### config.mk
export PLATFORM = sky130hd
export DESIGN_NAME = pll_lock_supervisor_flat
export DESIGN_NICKNAME = d
export VERILOG_FILES = /design/src/rtl/pll_lock_supervisor_if.sv /design/src/rtl/pll_lock_supervisor.sv /design/src/flat_wrapper.sv
export SDC_FILE = /design/constraint.sdc
export NUM_CORES = 1
export LEC_CHECK = 0
export ABC_CLOCK_PERIOD_IN_PS = 9300
export BUFFER_PORTS_ARGS = -buffer_cell sky130_fd_sc_hd__buf_4
export CAP_MARGIN = 20
export CORE_MARGIN = 3
export CORE_UTILIZATION = 65
export DETAILED_ROUTE_END_ITERATION = 8
export PLACE_DENSITY = 0.85
export SLEW_MARGIN = 20
export SYNTH_ARGS = -nofsm -noshare
export SYNTH_HDL_FRONTEND = slang
export SYNTH_SLANG_ARGS = --single-unit
### constraint.sdc
create_clock -name ref_clk -period 9.3 [get_ports ref_clk]
set_input_delay 0.465 -clock ref_clk [delete_from_list [all_inputs] [get_ports ref_clk]]
set_output_delay 0.465 -clock ref_clk [all_outputs]
set_load 0.05 [all_outputs]
### src/rtl/pll_lock_supervisor_if.sv
// Control/status bundle between the PLL supervisor and its environment.
// The master side drives the per-channel requests and raw lock; the slave side is the supervisor.
interface pll_lock_supervisor_if #(
    parameter int NUM_PLL = 2
);
    logic [NUM_PLL-1:0]       enable;
    logic [NUM_PLL-1:0]       relock_req;
    logic [NUM_PLL-1:0]       pll_lock;
    logic [NUM_PLL-1:0]       pll_powerdown_n;
    logic [NUM_PLL-1:0]       locked;
    logic [NUM_PLL-1:0]       domain_rst_n;
    logic [NUM_PLL-1:0]       fault;
    logic [NUM_PLL-1:0][7:0]  loss_cnt;

    modport master (
        output enable, relock_req, pll_lock,
        input  pll_powerdown_n, locked, domain_rst_n, fault, loss_cnt
    );

    modport slave (
        input  enable, relock_req, pll_lock,
        output pll_powerdown_n, locked, domain_rst_n, fault, loss_cnt
    );
endinterface

### src/rtl/pll_lock_supervisor.sv
// Per-PLL power-down/relock sequencer with lock filtering, retry/timeout and staggered
// domain reset release; one independent channel FSM per supervised PLL.
module pll_lock_chan #(
    parameter int PWRDN_CYCLES = 16,
    parameter int LOCK_FILTER  = 8,
    parameter int LOCK_TIMEOUT = 65535,
    parameter int RST_HOLD     = 256,
    parameter int MAX_RETRY    = 3,
    parameter int CNT_W        = 16
) (
    input  logic       clk,
    input  logic       rst_n,
    input  logic       enable,
    input  logic       relock_req,
    input  logic       pll_lock,
    output logic       pll_powerdown_n,
    output logic       locked,
    output logic       domain_rst_n,
    output logic       fault,
    output logic [7:0] loss_cnt
);
    localparam int FW = (LOCK_FILTER > 1) ? $clog2(LOCK_FILTER) : 1;
    localparam int RW = (MAX_RETRY > 0) ? $clog2(MAX_RETRY + 1) : 1;
    localparam logic [CNT_W-1:0] PD_LAST = CNT_W'(PWRDN_CYCLES);
    localparam logic [CNT_W-1:0] TO_LAST = CNT_W'(LOCK_TIMEOUT);
    localparam logic [CNT_W-1:0] RH_LAST = CNT_W'(RST_HOLD - 1);
    localparam logic [FW-1:0]    FL_LAST = FW'(LOCK_FILTER - 1);
    localparam logic [RW-1:0]    RT_MAX  = RW'(MAX_RETRY);

    typedef enum logic [2:0] {
        S_OFF, S_PWRDN, S_WAIT, S_FILTER, S_HOLD, S_RUN, S_FAULT
    } st_t;

    st_t              state_q, state_d;
    logic [1:0]       sync_q;
    logic [CNT_W-1:0] timer_q;
    logic [FW-1:0]    fcnt_q;
    logic [RW-1:0]    retry_q;
    logic             lock_s, tmr_clr, cnt_en, relock, retry_inc, loss_ev;
    logic             pdn_d, locked_d, drn_d, fault_d;

    assign lock_s = sync_q[1];

    always_ff @(posedge clk or negedge rst_n) begin : state_reg
        if (!rst_n) begin
            sync_q          <= '0;
            state_q         <= S_OFF;
            timer_q         <= '0;
            fcnt_q          <= '0;
            retry_q         <= '0;
            loss_cnt        <= '0;
            pll_powerdown_n <= 1'b0;
            locked          <= 1'b0;
            domain_rst_n    <= 1'b0;
            fault           <= 1'b0;
        end else begin
            sync_q  <= {sync_q[0], pll_lock};
            state_q <= state_d;
            if (tmr_clr)     timer_q <= '0;
            else if (cnt_en) timer_q <= timer_q + 1'b1;
            // First qualifying sample is the one that moves WAIT -> FILTER.
            fcnt_q <= (state_d != S_FILTER) ? '0 :
                      (state_q == S_FILTER) ? fcnt_q + 1'b1 : FW'(1);
            if (state_d == S_OFF || relock || (state_d == S_HOLD && state_q != S_HOLD))
                retry_q <= '0;
            else if (retry_inc)
                retry_q <= retry_q + 1'b1;
            if (loss_ev && loss_cnt != 8'hFF)
                loss_cnt <= loss_cnt + 1'b1;
            pll_powerdown_n <= pdn_d;
            locked          <= locked_d;
            domain_rst_n    <= drn_d;
            fault           <= fault_d;
        end
    end

    always_comb begin : next_state
        state_d   = state_q;
        relock    = 1'b0;
        retry_inc = 1'b0;
        loss_ev   = 1'b0;
        if (!enable) begin
            state_d = S_OFF;
        end else if (relock_req && state_q != S_OFF) begin
            state_d = S_PWRDN;
            relock  = 1'b1;
        end else begin
            case (state_q)
                S_OFF:   state_d = S_PWRDN;
                S_PWRDN: if (timer_q == PD_LAST) state_d = S_WAIT;
                S_WAIT, S_FILTER: begin
                    if (timer_q == TO_LAST) begin
                        if (retry_q < RT_MAX) begin
                            retry_inc = 1'b1;
                            state_d   = S_PWRDN;
                        end else begin
                            state_d = S_FAULT;
                        end
                    end else if (!lock_s) begin
                        state_d = S_WAIT;
                    end else if ((state_q == S_WAIT) ? (LOCK_FILTER == 1) : (fcnt_q == FL_LAST)) begin
                        state_d = S_HOLD;
                    end else begin
                        state_d = S_FILTER;
                    end
                end
                S_HOLD, S_RUN: begin
                    if (!lock_s) begin
                        loss_ev = 1'b1;
                        state_d = S_PWRDN;
                    end else if (state_q == S_HOLD && timer_q == RH_LAST) begin
                        state_d = S_RUN;
                    end
                end
                S_FAULT: state_d = S_FAULT;
                default: state_d = S_OFF;
            endcase
        end
        // WAIT <-> FILTER shares one timeout window; every other move restarts the timer.
        cnt_en  = state_q inside {S_PWRDN, S_WAIT, S_FILTER, S_HOLD};
        tmr_clr = relock || ((state_d != state_q) &&
                  !((state_q inside {S_WAIT, S_FILTER}) && (state_d inside {S_WAIT, S_FILTER})));
    end

    always_comb begin : outputs_d
        pdn_d    = state_d inside {S_WAIT, S_FILTER, S_HOLD, S_RUN};
        locked_d = state_d inside {S_HOLD, S_RUN};
        drn_d    = (state_d == S_RUN);
        fault_d  = (state_d == S_FAULT);
    end
endmodule

module pll_lock_supervisor #(
    parameter int NUM_PLL      = 2,
    parameter int PWRDN_CYCLES = 16,
    parameter int LOCK_FILTER  = 8,
    parameter int LOCK_TIMEOUT = 65535,
    parameter int RST_HOLD     = 256,
    parameter int MAX_RETRY    = 3,
    parameter int CNT_W        = 16
) (
    input  logic                 ref_clk,
    input  logic                 reset_n,
    pll_lock_supervisor_if.slave bus
);
    for (genvar g = 0; g < NUM_PLL; g++) begin : g_chan
        pll_lock_chan #(
            .PWRDN_CYCLES (PWRDN_CYCLES),
            .LOCK_FILTER  (LOCK_FILTER),
            .LOCK_TIMEOUT (LOCK_TIMEOUT),
            .RST_HOLD     (RST_HOLD),
            .MAX_RETRY    (MAX_RETRY),
            .CNT_W        (CNT_W)
        ) u_chan (
            .clk             (ref_clk),
            .rst_n           (reset_n),
            .enable          (bus.enable[g]),
            .relock_req      (bus.relock_req[g]),
            .pll_lock        (bus.pll_lock[g]),
            .pll_powerdown_n (bus.pll_powerdown_n[g]),
            .locked          (bus.locked[g]),
            .domain_rst_n    (bus.domain_rst_n[g]),
            .fault           (bus.fault[g]),
            .loss_cnt        (bus.loss_cnt[g])
        );
    end
endmodule

### src/flat_wrapper.sv
// flat-port wrapper written by rule: the top's interface ports become plain ports
module pll_lock_supervisor_flat 
#(
    parameter int NUM_PLL      = 2,
    parameter int PWRDN_CYCLES = 16,
    parameter int LOCK_FILTER  = 8,
    parameter int LOCK_TIMEOUT = 65535,
    parameter int RST_HOLD     = 256,
    parameter int MAX_RETRY    = 3,
    parameter int CNT_W        = 16
)
  (ref_clk, reset_n, bus_enable, bus_relock_req, bus_pll_lock, bus_pll_powerdown_n, bus_locked, bus_domain_rst_n, bus_fault, bus_loss_cnt);
  pll_lock_supervisor_if #(.NUM_PLL(NUM_PLL)) bus_i ();
  input  logic ref_clk;
  input  logic reset_n;
  input wire logic [$bits(bus_i.enable)-1:0] bus_enable;
  input wire logic [$bits(bus_i.relock_req)-1:0] bus_relock_req;
  input wire logic [$bits(bus_i.pll_lock)-1:0] bus_pll_lock;
  output wire logic [$bits(bus_i.pll_powerdown_n)-1:0] bus_pll_powerdown_n;
  output wire logic [$bits(bus_i.locked)-1:0] bus_locked;
  output wire logic [$bits(bus_i.domain_rst_n)-1:0] bus_domain_rst_n;
  output wire logic [$bits(bus_i.fault)-1:0] bus_fault;
  output wire logic [$bits(bus_i.loss_cnt)-1:0] bus_loss_cnt;
  assign bus_i.enable = bus_enable;
  assign bus_i.relock_req = bus_relock_req;
  assign bus_i.pll_lock = bus_pll_lock;
  assign bus_pll_powerdown_n = bus_i.pll_powerdown_n;
  assign bus_locked = bus_i.locked;
  assign bus_domain_rst_n = bus_i.domain_rst_n;
  assign bus_fault = bus_i.fault;
  assign bus_loss_cnt = bus_i.loss_cnt;
  pll_lock_supervisor #(.NUM_PLL(NUM_PLL), .PWRDN_CYCLES(PWRDN_CYCLES), .LOCK_FILTER(LOCK_FILTER), .LOCK_TIMEOUT(LOCK_TIMEOUT), .RST_HOLD(RST_HOLD), .MAX_RETRY(MAX_RETRY), .CNT_W(CNT_W)) u_core (.ref_clk(ref_clk), .reset_n(reset_n), .bus(bus_i));
endmodule
# Word level (Yosys, flattened, before mapping)
# Index checks and enable logic that the tools add are counted.
# Widths: inputs -> output; s select.
totals:
  input_bits: 8
  output_inout_bits: 24
  reg_bits: 76
  wordCells: 168
classes:
  magnitude_cmp: 2
  mux: 56
  addsub: 8
  n_eq_ne: 38
  n_reduce_logical: 44
op_table:
  columns: ["cell", "n"]
  rows:
  - ["$mux 3", 22]
  - ["$mux 16", 4]
  - ["$eq 3x3->1 const B", 14]
  - ["$add 16x1->16 const B", 2]
  - ["$eq 16x16->1 const B", 2]
  - ["$eq 16x5->1 const B", 2]
  - ["$eq 16x8->1 const B", 2]
  - ["$pmux 3 s5", 2]
  - ["$eq 3x2->1 const B", 8]
  - ["$mux 1", 24]
  - ["$reduce_bool 2->1", 10]
  - ["$add 8x1->8 const B", 2]
  - ["$ne 8x8->1 const B", 2]
  - ["$reduce_bool 4->1", 4]
  - ["$logic_and 1x1->1", 12]
  - ["$logic_not 3->1", 4]
  - ["$mux 2", 4]
  - ["$reduce_or 2->1", 4]
  - ["$add 3x1->3 const B", 2]
  - ["$eq 3x1->1 const B", 2]
  - ["$logic_or 1x1->1", 6]
  - ["$ne 3x2->1 const B", 2]
  - ["$ne 3x3->1", 2]
  - ["$ne 3x3->1 const B", 2]
  - ["other kinds (4)", 8]

# Longest topological paths before layout
# Gate-level depths: netlist (run 1).
logic_depth:
  ltp_word: 15
  mapped_depth: 14
  mapped_depth_nobuf: 13

# By module
# A second synthesis (run 1) with hierarchy kept.
unflattened:
  cells_unflattened: 432
  area_unflattened_um2: 4380.5
by_module_without_submodules:
  columns: ["module", "area_each_um2", "seq_area_each_um2", "n_inst", "cells_each"]
  rows:
  - ["pll_lock_chan at u_core.g_chan[0].u_chan", 2220.9, 950.9, 1, 229]
  - ["pll_lock_chan at u_core.g_chan[1].u_chan", 2159.6, 950.9, 1, 203]

# Least setup slack after synthesis (run 1)
# Ideal clock, no wire load.
synth_path:
  kind: "register to register"
  start: "register u_core.g_chan[0].u_chan.timer_q[1]"
  end: "register u_core.g_chan[0].u_chan.timer_q[10]"
  setup_slack_ns: 6.025
  stages_incl_launch_ff: 14
  period_less_slack_ns: 3.275
  required_ns: 9.162
  setup_ns: 0.138
  arrival_ns: 3.137
  n_path_buf: 1
  cell_sequence: "dfrtp_1 > ha_1 > nand3_1 > nor4_2 > mux2i_1 > o211ai_1 > inv_1 > ha_1 > and2_1 > a2111oi_0 > a41oi_1 > a31oi_1 > buf_2 > nor4_1"
synth_via:
  elab_chain_len: 14
  elab_cells_between_ends: 23
  cone_classes: "add/sub (1); eq/ne (6); mux (9); reduce/logical (7)"
synth_lines:
  columns: ["item", "line", "text"]
  rows:
  - ["start, declared", "pll_lock_supervisor.sv:36", "logic [CNT_W-1:0] timer_q;"]
  - ["start signal, assigned", "pll_lock_supervisor.sv:60", "else if (cnt_en) timer_q <= timer_q + 1'b1;"]
  - ["$eq 16x8->1", "pll_lock_supervisor.sv:111", "end else if (state_q == S_HOLD && timer_q == RH_LAST) begin"]
  - ["$logic_and 1x1->1", "pll_lock_supervisor.sv:111", null]
  - ["$mux 3", "pll_lock_supervisor.sv:111", null]
  - ["$mux 3", "pll_lock_supervisor.sv:108", "if (!lock_s) begin"]
  - ["$pmux 3 s5 (*)", "pll_lock_supervisor.sv:88", "case (state_q)"]
  - ["$mux 3 (*)", "pll_lock_supervisor.sv:84", "end else if (relock_req && state_q != S_OFF) begin"]
  - ["$mux 3 (*)", "pll_lock_supervisor.sv:82", "if (!enable) begin"]
  - ["via u_core.g_chan[0].u_chan.state_d[1]", "pll_lock_supervisor.sv:34", "st_t state_q, state_d;"]
  - ["$eq 3x2->1", "pll_lock_supervisor.sv:122", "!((state_q inside {S_WAIT, S_FILTER}) && (state_d inside {S_WAIT, S_FILTER})));"]
  - ["$reduce_bool 2->1", "pll_lock_supervisor.sv:122", null]
  - ["$logic_and 1x1->1", "pll_lock_supervisor.sv:122", null]
  - ["$logic_not 1->1", "pll_lock_supervisor.sv:122", null]
  - ["$logic_and 1x1->1 (*)", "pll_lock_supervisor.sv:121", "tmr_clr = relock || ((state_d != state_q) &&"]
  - ["$logic_or 1x1->1 (*)", "pll_lock_supervisor.sv:121", null]
  - ["$mux 16 or $reduce_bool 2->1 (tied branches)", null, null]
# Mark *: on every way through the listed nets, which the timed path passes. The rest lies on a longest branch. The select of a mux whose other input is x is not followed.
# A chain may end at the register's enable or synchronous reset.

# Worst setup path after layout (run 1)
layout_path:
  start: "register u_core.g_chan[0].u_chan.timer_q[1]"
  end: "register u_core.g_chan[0].u_chan.timer_q[6]"
# Same word-level chain as after synthesis.

==> results of run 1 <==
==> area by class of cell <==
type	instances	area [µm²]
fill	439	1620
multi-input combinational	323	2270
sequential	76	1900
tap	77	96.3
clock buffer	12	165
clock inverter	4	70.1
inverter	16	60.1
timing repair buffer	32	240
==> where the power goes <==
group	total, mW	switching, mW	internal (mW)	leakage, nW
Sequential	0.342	0.00678	0.335	1.04
Combinational	0.0446	0.0292	0.0154	0.995
Clock	0.291	0.119	0.172	0.122
==> cells in the final DEF (no fill, tap or decap), types with 4 or more instances in the layout <==
cell type,netlist,final
xnor2_1,25,25
mux2i_1,9,9
nor2b_1,7,7
nand2b_1,8,8
a211oi_1,6,6
dfrtp_1,76,76
xor2_1,22,22
nor3_1,14,14
or4_1,5,5
inv_1,16,16
ha_1,14,14
nor3_2,10,10
o21ai_0,9,9
nand2_1,20,20
buf_4,8,32
nor2_1,34,33
and3_1,14,14
nor4_1,23,23
clkbuf_8,0,12
a21oi_1,10,9
and2_1,4,4
o21a_1,6,6
nand4_1,21,21
nand3_1,20,20
==> through the flow <==
stage / area [µm²] / power [mW] / std cells / hold WS, ns / util (%)
final: 4800 / 0.678 / 540 / 0.217 / 74.7
after global routing: 4800 / 0.705 / 540 / 0.203 / 74.7
after CTS: 4790 / 0.680 / 540 / 0.212 / 74.6
after detailed placement: 4560 / 0.393 / 524 / 0.341 / 71.0
after global placement: 4560 / 0.391 / 524 / 0.335 / 71.0
after floorplan: 4370 / 0.378 / 437 / 0.169 / -
==> path summary, 6_finish.rpt <==
| path | start | to | cells past startpoint |
|---|---|---|---|
| hold reg to reg | u_core.g_chan[0].u_chan.sync_q[0] | u_core.g_chan[0].u_chan.sync_q[1] | 0 |
| hold / removal | bus_pll_lock[1] | u_core.g_chan[1].u_chan.sync_q[0] | 1 |
| setup reg to reg | u_core.g_chan[0].u_chan.timer_q[1] | u_core.g_chan[0].u_chan.timer_q[6] | 13 |
| max in group asynchronous | reset_n | u_core.g_chan[0].u_chan.timer_q[0] | 1 |
| min in group asynchronous | reset_n | u_core.g_chan[0].u_chan.timer_q[9] | 1 |
| setup / recovery | u_core.g_chan[0].u_chan.timer_q[1] | u_core.g_chan[0].u_chan.timer_q[6] | 13 |
==> cell usage after synthesis (all sizes together) (6+ instances only) <==
library cell | count | area share (%)
clkbuf | 9 | 0.77
nand2b | 8 | 1.1
buf | 13 | 2.6
o21a | 6 | 1.0
xnor2 | 25 | 5.0
nand4 | 21 | 3.0
nor2b | 7 | 1.0
dfrtp | 76 | 44
ha | 14 | 4.0
nor3 | 24 | 3.9
nand2 | 20 | 1.7
mux2i | 9 | 2.1
and3 | 15 | 2.2
nor4 | 25 | 3.9
o21ai | 9 | 1.0
inv | 16 | 1.4
xor2 | 22 | 4.4
nand3 | 20 | 2.3
a211oi | 6 | 1.0
nor2 | 34 | 2.9
a21oi | 11 | 1.3
or4 | 7 | 1.4
==> sequential cells by signal, indices dropped and copies added, names as in the netlist <==
name and cells:
u_core.g_chan.u_chan.fcnt_q 6, u_core.g_chan.u_chan.timer_q 32, u_core.g_chan.u_chan.loss_cnt 16, u_core.g_chan.u_chan.locked 2, u_core.g_chan.u_chan.pll_powerdown_n 2, u_core.g_chan.u_chan.retry_q 4, u_core.g_chan.u_chan.sync_q 4, u_core.g_chan.u_chan.state_q 6
u_core.g_chan.u_chan.domain_rst_n 2, u_core.g_chan.u_chan.fault 2
==> per-layer routing <==
metal	part of all wire (%)	up-vias
met2	48	120
met3	4.9	19
met4	2.0	0
li1	-	1627
met5	0	-
met1	45	1688
==> logic make-up after synthesis <==
kind of cell	count (synthesis)	synth area share, %
simple gates	200	27.4
flops	76	43.5
compound gates	51	8.31
xor+xnor	47	9.42
buf+inv	38	4.73
fa+ha+maj	14	4.01
mux	11	2.58
==> qor.txt, run 1 <==
status -> completed
Clock Sink Count -> 76
Post-synth EDFFs -> 0
vias in the first global route -> 3,260
gr busiest metal -> met2
Peak Freq -> 284 MHz
period utilization -> 37.9%
DP HPWL -> 6130 µm
syn_nets -> 459
area of the mapped netlist -> 0.00437 mm²
hold buffers post-CTS -> 0
initial drt markers -> 196
CP Data Required Time -> 9.50 ns
Routed WL -> 8780 µm
CP peak stage delay -> 0.66 ns
first-pass GRT wire length -> 14,800 µm
relative slew slack -> 38.8%
register bit count reported by yosys -> 76
Ys Warns -> 0
nature of the critical path startpoint -> flip-flop
Place WS -> 5.74 ns
CTS Buffer Depth -> 2
worst-margin pin slew -> 0.918 ns
Tot GR Track Use -> 24.3%
antenna cells -> 0
Final Hold Fails -> 0
Final setup viols -> 0
Worst Setup End Kind -> flip-flop
CP max stage cell -> nor4_2
Resize count post-CTS -> 0
CP top delay family -> simple AND/OR/NAND/NOR gates
NumNets Final -> 480
total number of vias -> 3,454
gpl congestion -> 0.896
H-tree levels -> 3
final worst setup slack -> 5.77 ns
met3 GRT Util -> 5.08%
r2r setup slk -> 5.77 ns
RSZ-0062 raised after global routing -> false
drt drc -> 0
Root Buffer -> clkbuf_8
Avg WL per Cell -> 16.3 µm
number of buffers created by CTS -> 9
CP Max Fanout -> 16
initial antenna violation count -> 0
CTS tree -> done
Top FF cell, synth -> dfrtp_1
Seq/Total Area, Yosys -> 43.5%
Setup Skew -> 0.00962 ns
core area -> 0.00642 mm²
Power per Cell Area -> 141 mW/mm²
maximum vdd drop -> 0.120 mV
Ports -> 32
Initial Util -> 68.0%
DR pass1 iterations -> 5
Slew Limit Fails -> 0
Area growth, synth to finish -> 9.88%
met2 usage -> 39.5%
proportion of layout cells with a drive suffix above 1 -> 16.6%
Cell variety after synth -> 58
Clock transition at path regs -> 0.07 ns
HP Class -> in2reg
Rows -> 29
Worst EP arrival -> 3.72 ns
Final ANT Viol Nets -> 0
setup tns final -> 0 ns
grt met1 use -> 32.6%
Syn Inst Count -> 437
die area -> 0.00774 mm²
drt via density -> 6.40
port bufs -> 31
worst path bufs/invs -> 2
largest net degree at the start of global routing -> 77
Clock Latency Late Sink -> 0.35 ns
post-synthesis async set-or-reset flop share -> 100%
GRT Residual Overflow -> 0
max cap viols -> 0
Cell Chain, Critical Path -> ha_1 > nand3_1 > nor4_2 > mux2i_1 > o211ai_1 > inv_1 > ha_1 > and2_1 > a2111oi_0 > a41oi_1 > a31oi_1 > buf_4 > nor4_1
Tmin final -> 3.53 ns
Die X -> 88.0 µm
P_leak -> 2.16 nW
Post-CTS Setup Bufs -> 0
crit path kind -> reg2reg
die outline height -> 88.0 µm
Synth Area per Inst -> 10.0 µm²
most frequent CP cell -> ha_1
Power figures use the tool's default switching activity.
==> run 2, diff against run 1 <==
Settings changed: ABC_CLOCK_PERIOD_IN_PS 9300 to 3600, CORE_UTILIZATION 65 to 61, PLACE_DENSITY 0.85 to 0.81.
Clock period 9.3 ns to 3.6 ns, I/O delays scaled along.
==> run 2 against run 1 <==
The flow now finishes with violations (hold timing). Via count is 1.4% lower. Count of clock-buffer cells in the layout shrank 2. Cell count grew 4.4%. Utilization decreased by 4.3 points. Highest routed layer unchanged.
==> qor.txt, run 2 (synthesis gave the netlist of run 1 again) <==
Final ANT Viol Nets -> 0 (unchanged)
DP HPWL -> 5990 µm (was 6130 µm)
Clock Latency Late Sink -> 0.35 ns (about the same)
vias in the first global route -> 3,316 (was 3,260)
HP Class -> in2async (was in2reg)
R2R Path End -> u_core.g_chan[0].u_chan.timer_q[13] (was u_core.g_chan[0].u_chan.timer_q[6])
P_leak -> 2.16 nW (about the same)
Avg WL per Cell -> 15.5 µm (was 16.3 µm)
proportion of layout cells with a drive suffix above 1 -> 16.9% (was 16.6%)
final design area excluding fillers -> 0.00483 mm² (was 0.00480 mm²)
CP top delay family -> compound AO/OA/AOI/OAI gates (was simple AND/OR/NAND/NOR gates)
Power per Cell Area -> 344 mW/mm² (was 141 mW/mm²)
minimum hold slack -> -0.0537 ns (was 0.217 ns)
worst path bufs/invs -> 3 (was 2)
period utilization -> 92.8% (was 37.9%)
CTS tree -> done (unchanged)
Cell Chain, Critical Path -> ha_1 > nand3_1 > nor4_2 > buf_4 > mux2i_1 > o211ai_1 > inv_1 > ha_1 > and2_1 > a2111oi_1 > a41oi_1 > a31oi_1 > buf_4 > nor4_1 (was ha_1 > nand3_1 > nor4_2 > mux2i_1 > o211ai_1 > inv_1 > ha_1 > and2_1 > a2111oi_0 > a41oi_1 > a31oi_1 > buf_4 > nor4_1)
initial drt markers -> 162 (was 196)
relative slew slack -> 36.5% (was 38.8%)
initial antenna violation count -> 0 (unchanged)
number of buffers created by CTS -> 9 (unchanged)
Slew Limit Fails -> 0 (unchanged)
gpl congestion -> 0.879 (was 0.896)
Setup Skew -> 0.0106 ns (was 0.00962 ns)
R2R depth -> 14 (was 13)
final core occ -> 70.4% (was 74.7%)
nature of the critical path startpoint -> flip-flop (unchanged)
Root Buffer -> clkbuf_8 (unchanged)
Tot GR Track Use -> 22.6% (was 24.3%)
status -> finished, violations left (was completed)
antenna cells -> 0 (unchanged)
RSZ-0062 raised after global routing -> false (unchanged)
CP Data Required Time -> 3.79 ns (was 9.50 ns)
Final Hold Fails -> 37 (was 0)
r2r setup slk -> 0.26 ns (was 5.77 ns)
die outline height -> 90.6 µm (was 88.0 µm)
Rows -> 30 (was 29)
H-tree levels -> 3 (unchanged)
die area -> 0.00821 mm² (was 0.00774 mm²)
CP peak stage delay -> 0.47 ns (was 0.66 ns)
Clock Sink Count -> 76 (unchanged)
drt via density -> 6.04 (was 6.40)
Area growth, synth to finish -> 10.7% (was 9.88%)
Worst Setup End Kind -> flip-flop (unchanged)
worst-margin pin slew -> 0.953 ns (was 0.918 ns)
Worst path depth -> 14 (was 13)
Fill cells -> 528 (was 439)
CP endpoint -> u_core.g_chan[0].u_chan.timer_q[13] (was u_core.g_chan[0].u_chan.timer_q[6])
Post-CTS Setup Bufs -> 0 (unchanged)
setup tns final -> 0 ns (unchanged)
drt drc -> 0 (unchanged)
commonest non-fill, non-tap cell in the layout -> dfrtp_1 (unchanged)
Worst EP arrival -> 3.53 ns (was 3.72 ns)
first-pass GRT wire length -> 15,400 µm (was 14,800 µm)
Reg with most FFs -> u_core.g_chan.u_chan.timer_q (unchanged)
Initial Util -> 63.6% (was 68.0%)
Tmin final -> 3.34 ns (was 3.53 ns)
failing checks -> hold timing
biggest regs -> u_core.g_chan.u_chan.timer_q x32, u_core.g_chan.u_chan.loss_cnt x16 (unchanged)
core area -> 0.00687 mm² (was 0.00642 mm²)
max cap viols -> 0 (unchanged)
maximum vdd drop -> 0.197 mV (was 0.120 mV)
CTS Buffer Depth -> 2 (unchanged)
total number of vias -> 3,406 (was 3,454)
most frequent cells in the layout -> dfrtp_1, buf_4, nor2_1, xnor2_1, nor4_1 (was dfrtp_1, nor2_1, buf_4, xnor2_1, nor4_1)
Die X -> 90.6 µm (was 88.0 µm)
Routed WL -> 8770 µm (was 8780 µm)
Final setup viols -> 0 (unchanged)
Ports -> 32 (unchanged)
crit path kind -> reg2reg (unchanged)
worst r2r src -> u_core.g_chan[0].u_chan.timer_q[1] (unchanged)
Worst Setup SP -> u_core.g_chan[0].u_chan.timer_q[1] (unchanged)
port bufs -> 31 (unchanged)
DR pass1 iterations -> 5 (unchanged)
Clock transition at path regs -> 0.08 ns (was 0.07 ns)
Area after DPL -> 0.00461 mm² (was 0.00456 mm²)
number of flip-flops under the largest register name -> 32 (unchanged)
largest net degree at the start of global routing -> 77 (unchanged)
GRT Residual Overflow -> 0 (unchanged)
Peak Freq -> 299 MHz (was 284 MHz)
Power Total -> 1.66 mW (was 0.678 mW)
CP Max Fanout -> 16 (unchanged)
NumNets Final -> 486 (was 480)
CP max stage cell -> a2111oi_1 (was nor4_2)
==> run 2: cell count changes in the layout (fill, tap and decap cells not counted) <==
cell / before / now
a2111oi_1: 0 / 1
clkinv_2: 2 / 0
clkbuf_8: 12 / 10
bufinv_16: 2 / 1
clkinvlp_4: 0 / 3
a21oi_2: 2 / 1
buf_4: 32 / 36
dlygate4sd3_1: 0 / 2
a21oi_1: 9 / 10
a2111oi_0: 1 / 0
inv_6: 0 / 1
==> run 2: layout make-up <==
class / instances / area [µm²] / area share (%)
Multi-Input combinational cell: 323 / 2260 / 46.8
Sequential cell: 76 / 1900 / 39.3
Timing Repair Buffer: 38 / 290 / 6.00
Clock buffer: 10 / 138 / 2.85
Tap cell: 96 / 120 / 2.48
Clock inverter: 5 / 61.3 / 1.27
Inverter: 16 / 60.1 / 1.24
==> run 2: worst register-to-register path, delay by kind of cell (launching register included) <==
kind	cells	cell delay (ns)
flops	1	0.40
compound gates	4	1.05
buf+inv	3	0.55
mux	1	0.10
simple gates	4	0.68
fa+ha+maj	2	0.41
==> run 2: stage by stage <==
stage               worst slack [ns]  cells
detailed placement             0.289    547
floorplan                      0.325    437
global placement               0.554    547
global route                 0.00729    564
finish                         0.261    564
CTS                            0.168    564
==> run 2: worst min-delay path by stage <==
stage / endpoint / from / depth (start not counted) / slack, ns
3_3_place_gp: u_core.g_chan[0].u_chan.sync_q[0] / bus_pll_lock[0] / 1 / 0.29
6_report: u_core.g_chan[0].u_chan.timer_q[13] / reset_n / 1 / -0.05
3_5_place_dp: u_core.g_chan[0].u_chan.sync_q[0] / bus_pll_lock[0] / 1 / 0.29
2_1_floorplan: u_core.g_chan[0].u_chan.domain_rst_n / reset_n / 0 / -0.12
5_1_grt: u_core.g_chan[0].u_chan.timer_q[0] / reset_n / 1 / 0.05
4_1_cts: u_core.g_chan[0].u_chan.sync_q[1] / reset_n / 1 / 0.008
==> run 2: layer usage <==
layer	track usage [%]	share of wire, %
met5	0	0
met1	31.4	45
met3	4.92	5.1
met4	6.12	1.4
met2	36.1	48
==> run 2: power by group <==
group | switching, mW | total (mW) | leakage [nW] | internal [mW]
Sequential | 0.0182 | 0.883 | 1.04 | 0.865
Combinational | 0.0773 | 0.121 | 1.02 | 0.0436
Clock | 0.320 | 0.657 | 0.0910 | 0.337
Total | 0.415 | 1.66 | 2.16 | 1.25
==> run 2: what timing repair did <==
item	CTS	global route
hold buffers	2	0
gates resized for setup	0	1
hold endpoints to repair	2	0
setup endpoints to repair	0	16
